<file path="src/rtl/int_res_addr_walker.sv">
// int_res_addr_walker
// Walks a 2D tensor region of the intermediate-result memory from a base
// address and issues each flat address, with its bank index and bank-local
// address, over a valid/ready handshake. Element address is
// base + r*row_stride + c*step. It is built up incrementally from a row-base
// accumulator and an element-offset accumulator, so no multiplier is needed.
// An element that would run past the end of the memory is not issued. It
// aborts the walk and sets the sticky error flag.
module int_res_addr_walker #(
    parameter int NUM_BANKS      = 4,
    parameter int BANK_SIZE      = 14336,
    parameter int VECTOR_MAX_LEN = 64,
    parameter int ADDR_W         = $clog2(NUM_BANKS * BANK_SIZE),
    parameter int LEN_W          = $clog2(VECTOR_MAX_LEN + 1),
    localparam int BANK_W        = $clog2(NUM_BANKS),
    localparam int BADDR_W       = $clog2(BANK_SIZE)
) (
    input  logic               clk,
    input  logic               rst,
    input  logic               start,
    input  logic [ADDR_W-1:0]  base_addr,
    input  logic [LEN_W-1:0]   num_rows,
    input  logic [LEN_W-1:0]   num_cols,
    input  logic [ADDR_W-1:0]  row_stride,
    input  logic               direction,
    input  logic               data_width,
    input  logic               addr_ready,
    output logic               addr_valid,
    output logic [ADDR_W-1:0]  addr,
    output logic [BANK_W-1:0]  bank_sel,
    output logic [BADDR_W-1:0] bank_addr,
    output logic               last,
    output logic               busy,
    output logic               done,
    output logic               error
);

    typedef enum logic [1:0] {IDLE, ISSUE, DONE} state_t;
    typedef enum logic {HORIZONTAL = 1'b0, VERTICAL = 1'b1} direction_t;
    typedef enum logic {SINGLE_WIDTH = 1'b0, DOUBLE_WIDTH = 1'b1} data_width_t;

    localparam logic [ADDR_W:0] TOTAL_WORDS = (ADDR_W + 1)'(NUM_BANKS * BANK_SIZE);

    state_t            state;
    direction_t        dir_q;
    data_width_t       dw_q;
    logic [LEN_W-1:0]  rows_q, cols_q;
    logic [ADDR_W-1:0] base_q, stride_q;
    // Indices and accumulators of the element currently presented on addr.
    logic [LEN_W-1:0]  r_q, c_q;
    logic [ADDR_W:0]   rb_q, off_q;

    // Candidate for the next element to present
    logic [LEN_W-1:0]   cfg_rows, cfg_cols;
    logic [ADDR_W:0]    step;
    logic [LEN_W-1:0]   nxt_r, nxt_c;
    logic [ADDR_W:0]    nxt_rb, nxt_off, cand_sum, cand_end;
    logic               cand_ok, cand_last, handshake, empty_start, load_en;
    logic [BANK_W-1:0]  cand_bank;
    logic [BADDR_W-1:0] cand_baddr;

    // Next-element indices, address, range check and bank split
    always_comb begin
        // NOTE: every always_comb output gets a default first so no path leaves it unassigned (no latch).
        cfg_rows = (state == IDLE) ? num_rows : rows_q;
        cfg_cols = (state == IDLE) ? num_cols : cols_q;
        if (state == IDLE)
            step = (data_width == DOUBLE_WIDTH) ? (ADDR_W + 1)'(2) : (ADDR_W + 1)'(1);
        else
            step = (dw_q == DOUBLE_WIDTH) ? (ADDR_W + 1)'(2) : (ADDR_W + 1)'(1);

        nxt_r   = r_q;
        nxt_c   = c_q;
        nxt_rb  = rb_q;
        nxt_off = off_q;
        if (state == IDLE) begin
            nxt_r   = '0;
            nxt_c   = '0;
            nxt_rb  = {1'b0, base_addr};
            nxt_off = '0;
        end else if (dir_q == HORIZONTAL) begin
            if (c_q == cols_q - LEN_W'(1)) begin
                nxt_c   = '0;
                nxt_off = '0;
                nxt_r   = r_q + LEN_W'(1);
                nxt_rb  = rb_q + {1'b0, stride_q};
            end else begin
                nxt_c   = c_q + LEN_W'(1);
                nxt_off = off_q + step;
            end
        end else begin
            if (r_q == rows_q - LEN_W'(1)) begin
                nxt_r   = '0;
                nxt_rb  = {1'b0, base_q};
                nxt_c   = c_q + LEN_W'(1);
                nxt_off = off_q + step;
            end else begin
                nxt_r   = r_q + LEN_W'(1);
                nxt_rb  = rb_q + {1'b0, stride_q};
            end
        end

        // The row base of an issued element always fits ADDR_W, so one
        // carry bit on either sum is enough to flag overflow.
        cand_sum  = nxt_rb + nxt_off;
        cand_end  = {1'b0, cand_sum[ADDR_W-1:0]} + step - (ADDR_W + 1)'(1);
        cand_ok   = !nxt_rb[ADDR_W] && !cand_sum[ADDR_W] && (cand_end < TOTAL_WORDS);
        cand_last = (nxt_r == cfg_rows - LEN_W'(1)) && (nxt_c == cfg_cols - LEN_W'(1));

        cand_bank  = '0;
        cand_baddr = BADDR_W'(cand_sum[ADDR_W-1:0]);
        for (int i = 1; i < NUM_BANKS; i++) begin
            if (cand_sum[ADDR_W-1:0] >= ADDR_W'(i * BANK_SIZE)) begin
                cand_bank  = BANK_W'(i);
                cand_baddr = BADDR_W'(cand_sum[ADDR_W-1:0] - ADDR_W'(i * BANK_SIZE));
            end
        end

        handshake   = (state == ISSUE) && addr_valid && addr_ready;
        empty_start = (num_rows == '0) || (num_cols == '0);
        load_en     = ((state == IDLE) && start && !empty_start) || (handshake && !last);
    end

    // Walk FSM with registered outputs
    always_ff @(posedge clk) begin
        // NOTE: sequential state uses non-blocking assignments only, so every register samples pre-edge values.
        if (rst) begin
            state      <= IDLE;
            dir_q      <= HORIZONTAL;
            dw_q       <= SINGLE_WIDTH;
            rows_q     <= '0;
            cols_q     <= '0;
            base_q     <= '0;
            stride_q   <= '0;
            r_q        <= '0;
            c_q        <= '0;
            rb_q       <= '0;
            off_q      <= '0;
            addr_valid <= 1'b0;
            addr       <= '0;
            bank_sel   <= '0;
            bank_addr  <= '0;
            last       <= 1'b0;
            busy       <= 1'b0;
            done       <= 1'b0;
            error      <= 1'b0;
        end else begin
            done <= 1'b0;
            case (state)
                IDLE: begin
                    if (start) begin
                        dir_q    <= direction_t'(direction);
                        dw_q     <= data_width_t'(data_width);
                        rows_q   <= num_rows;
                        cols_q   <= num_cols;
                        base_q   <= base_addr;
                        stride_q <= row_stride;
                        busy     <= 1'b1;
                        if (empty_start) begin
                            state <= DONE;
                            done  <= 1'b1;
                        end else begin
                            error <= 1'b0;
                        end
                    end
                end
                ISSUE: begin
                    if (handshake && last) begin
                        addr_valid <= 1'b0;
                        last       <= 1'b0;
                        state      <= DONE;
                        done       <= 1'b1;
                    end
                end
                DONE: begin
                    busy  <= 1'b0;
                    state <= IDLE;
                end
                default: state <= IDLE;
            endcase

            // Present the next element, or abort if it falls outside memory.
            if (load_en) begin
                if (cand_ok) begin
                    addr_valid <= 1'b1;
                    addr       <= cand_sum[ADDR_W-1:0];
                    bank_sel   <= cand_bank;
                    bank_addr  <= cand_baddr;
                    last       <= cand_last;
                    r_q        <= nxt_r;
                    c_q        <= nxt_c;
                    rb_q       <= nxt_rb;
                    off_q      <= nxt_off;
                    state      <= ISSUE;
                end else begin
                    addr_valid <= 1'b0;
                    last       <= 1'b0;
                    error      <= 1'b1;
                    done       <= 1'b1;
                    state      <= DONE;
                end
            end
        end
    end

endmodule
</file>
<file path="config.mk">
export PLATFORM = sky130hd
export DESIGN_NAME = int_res_addr_walker
export DESIGN_NICKNAME = d
export VERILOG_FILES = /design/src/rtl/int_res_addr_walker.sv
export SDC_FILE = /design/constraint.sdc
export NUM_CORES = 1
export LEC_CHECK = 0
export ABC_AREA = 1
export CORE_UTILIZATION = 35
export CTS_CLUSTER_DIAMETER = 150
export DETAILED_ROUTE_END_ITERATION = 8
export GPL_TIMING_DRIVEN = 0
export PLACE_DENSITY_LB_ADDON = 0.15
export SYNTH_ARGS = -nofsm -noshare
export SYNTH_HDL_FRONTEND = slang
export SYNTH_SLANG_ARGS = --single-unit
</file>
<file path="constraint.sdc">
create_clock -name clk -period 18.6 [get_ports clk]
set_clock_uncertainty 0.05 [all_clocks]
set_input_delay 3.72 -clock clk [delete_from_list [all_inputs] [get_ports clk]]
set_output_delay 3.72 -clock clk [all_outputs]
set_load 0.01 [all_outputs]
</file>
==> summary.md <==
| Metric | Value |
|---|---|
| Status | completed |
| Setup total negative slack | 0 ns |
| Vias in the first global route | about 10,000 |
| Ant. Diodes | 0 |
| Row cnt | 62 |
| Share of layout cells above drive strength 1 | 0.0847 |
| Post-CTS Hold Buffers | 0 |
| Post-CTS setup buffer count | 0 |
| Starting density of the core | 0.359 |
| Synthesized instance count | 1,759 |
| Final #Nets | 1,976 |
| GPL Wtd Cong | 0.939 |
| Overall routed net length | 35,200 microns |
| Primary FF master, synth | dfxtp_1 |
| Max-Cap Viols | 0 |
| Final Core Density | 0.427 |
| Hpwl dp | 27,300 microns |
| Slew headroom | 0.322 |
| Grt total ovfl | 0 |
| CTS buffer count | 17 |
| Cts repair resizes | 0 |
| CORE AREA | roughly 0.029 sq mm |
| Final std cells w/o fill | 2,262 |
| Fmax | approximately 100 MHz |
| Fin. Hold Viols | 0 |
| Die Area | approximately 0.03 sq mm |
| Syn Area/Cell | 5.90 sq um |
| Mapped cell area | 0.0104 sq mm |
| Critical path type | in -> reg |
| Worst-Skew Late Latency | 0.43 ns |
| Crit-path max cell delay | ~0.47 ns |
| DRT Pass-1 Iters | 7 |
| Vias/cell | 4.89 |
| Max-slew violation count | 0 |
| Origin of the critical flop-to-flop path | state[1]$_SDFFE_PP0P_ |
| Die height | 174 microns |
| Critical path's slowest cell | clkdlybuf4s50_1 |
| Fin crit period | 10.00 ns |
| Crit-path max FO | 10 |
| Die X-Extent | 174 microns |
| Sink Count | between 100 and 150 |
| GRT Overall Usage | 0.236 |
| Via Count | 11,100 |
| YS warnings | 0 |
| Register area share after synthesis | 0.239 |
| Setup crit start | data_width |
| Buffers on Ports | 87 |
| Yosys reg bits | between 100 and 150 |
| Ys async rst share | 0 |
| Period utilisation layout | 0.538 |
| Number of synthesized flops with an enable pin | 0 |
| First-pass GRT wire length | ~56,000 microns |
| RSZ-0062 raised after global routing | false |
| Drt drc | 0 |
| Wire per inst | about 16 microns |
| Clock buffer depth | 2 |
| Synth cell types | between 50 and 60 |
| Min-Delay Startpoint | dw_q$_SDFFE_PP0P_ |
| DRT iter0 DRCs | 773 |
| Flip-flop and latch area | 0.00248 sq mm |
| Worst EP arrival | 10.28 ns |
| Clk root buf | clkbuf_16 |
| Initial antenna violation count | 0 |
| Hold WC Path Type | reg -> reg |
| Setup crit start kind | primary input |
| Count of final setup violators | 0 |
| Multi-input logic area | 0.00659 sq mm |
| Area Overhead vs Synth | 19.0% |
| DP Cell Count | 2,230 |
| Clock Pin Slew Worst Setup and Hold Paths | roughly 0.06 ns |
| Top cell by count, worst path | nand2_1 |
| TritonCTS clock tree | done |
| Antenna-violating nets left | 0 |
| Crit. End Element | flip-flop |
| Post-Syn Nets | 1,870 |
| CTS H-tree depth | 4 |
| Most common cell after layout, fill and taps aside | nand2_1 |
| Worst slew pin tran | 1.01 ns |
| Commonest cells after routing, fill and taps aside | 516 x nand2_1, 243 x inv_1, 220 x nor2_1 |
| IO Pins | 89 |
| Fillers | 3,114 |
| Critical path required time | between 15 and 20 ns |
| Largest net degree at the start of global routing | 17 |
-- through the flow --
step	worst slack, ns	hold slack (ns)	area (sq um)
4_1_cts	8.61	0.415	12400
3_3_place_gp	8.21	0.390	11700
3_5_place_dp	8.23	0.404	11700
5_1_grt	8.02	0.436	12400
2_1_floorplan	9.95	0.380	10400
6_report	8.60	0.416	12400
-- layout make-up --
cell class | instances | share of cell area
multi-input cells | 1315 | 0.533
flip-flops and latches | 124 | 0.201
inverters | 256 | 0.0778
repair buffers | 87 | 0.0705
well taps | 384 | 0.0389
clock buffers | 18 | 0.0355
plain buffers | 64 | 0.0282
clock inverters | 14 | 0.0149
-- state kept, by name, indices dropped and copies added (netlist names), 2 cells and up --
| signal | flops |
|---|---|
| off_q | 17 |
| rb_q | 17 |
| addr | 16 |
| base_q | 16 |
| stride_q | 16 |
| c_q | 7 |
| cols_q | 7 |
| r_q | 7 |
| rows_q | 7 |
| bank_addr | 3 |
| bank_sel | 2 |
| state | 2 |
-- worst paths after layout --
| path | endpoint | slack [ns] | cells past startpoint |
|---|---|---|---|
| setup / recovery | addr[12]$_SDFFE_PP0P_ | 8.60 | 43 |
| hold / removal | dw_q$_SDFFE_PP0P_ | 0.42 | 2 |
| setup reg to reg | addr[12]$_SDFFE_PP0P_ | 11.44 | 33 |
| hold reg to reg | dw_q$_SDFFE_PP0P_ | 0.42 | 2 |
-- cell usage after synthesis (2+ instances only) --
| cell type | count | area [sq um] |
|---|---|---|
| a21boi_0 | 2 | 15.0 |
| o22ai_1 | 2 | 12.5 |
| a31oi_1 | 4 | 25.0 |
| nor3_1 | 20 | 100 |
| a21oi_2 | 3 | 26.3 |
| xnor2_1 | 8 | 70.1 |
| inv_1 | 243 | 912 |
| nand3_1 | 122 | 611 |
| nor2_2 | 54 | 338 |
| o211ai_1 | 2 | 15.0 |
| buf_6 | 5 | 56.3 |
| a21o_1 | 3 | 22.5 |
| nand2_1 | 516 | 1940 |
| nand3b_1 | 3 | 22.5 |
| o21ai_1 | 4 | 20.0 |
| nor2_1 | 220 | 826 |
| nand2_2 | 9 | 56.3 |
| or2_2 | 9 | 56.3 |
| a221oi_1 | 5 | 43.8 |
| fa_1 | 3 | 60.1 |
| a21oi_1 | 69 | 345 |
| nand3_2 | 6 | 60.1 |
| ha_1 | 56 | 701 |
| a211oi_1 | 9 | 67.6 |
| dfxtp_1 | 124 | 2480 |
| and2_1 | 4 | 25.0 |
| nand4_1 | 30 | 188 |
| nor2_4 | 2 | 22.5 |
| o31ai_1 | 2 | 15.0 |
| nor4_1 | 2 | 12.5 |
| a22oi_1 | 8 | 60.1 |
| inv_2 | 10 | 37.5 |
| o21ai_0 | 101 | 505 |
| clkbuf_1 | 33 | 124 |
| clkinv_1 | 3 | 11.3 |
| buf_2 | 12 | 60.1 |
| xor2_1 | 24 | 210 |
| buf_4 | 12 | 90.1 |
-- worst max-delay path: cells and delay by family --
family,cells,cell delay (ns)
AO/OA/AOI/OAI,2,0.61
adder cells (fa/ha/maj),3,1.06
buffers and inverters,11,1.58
AND/OR/NAND/NOR,27,3.26
-- metal layers --
layer | part of all wire | track usage | routed length [microns]
met5 | 0 | 0 | 0
met4 | 0.019 | 0.0654 | 676
met3 | 0.052 | 0.0289 | 1830
met2 | 0.45 | 0.386 | 15800
met1 | 0.48 | 0.325 | 17000
-- cells by family after synthesis --
logic type / synth area share
fa+ha+maj: 0.0733
buf+inv: 0.126
flops: 0.239
simple gates: 0.414
xor+xnor: 0.0270
compound gates: 0.120
mux: 0.000964
Power is left out: the tool's default activity adds up to more than one toggle a clock period on the data nets, which glitch-free logic cannot reach.
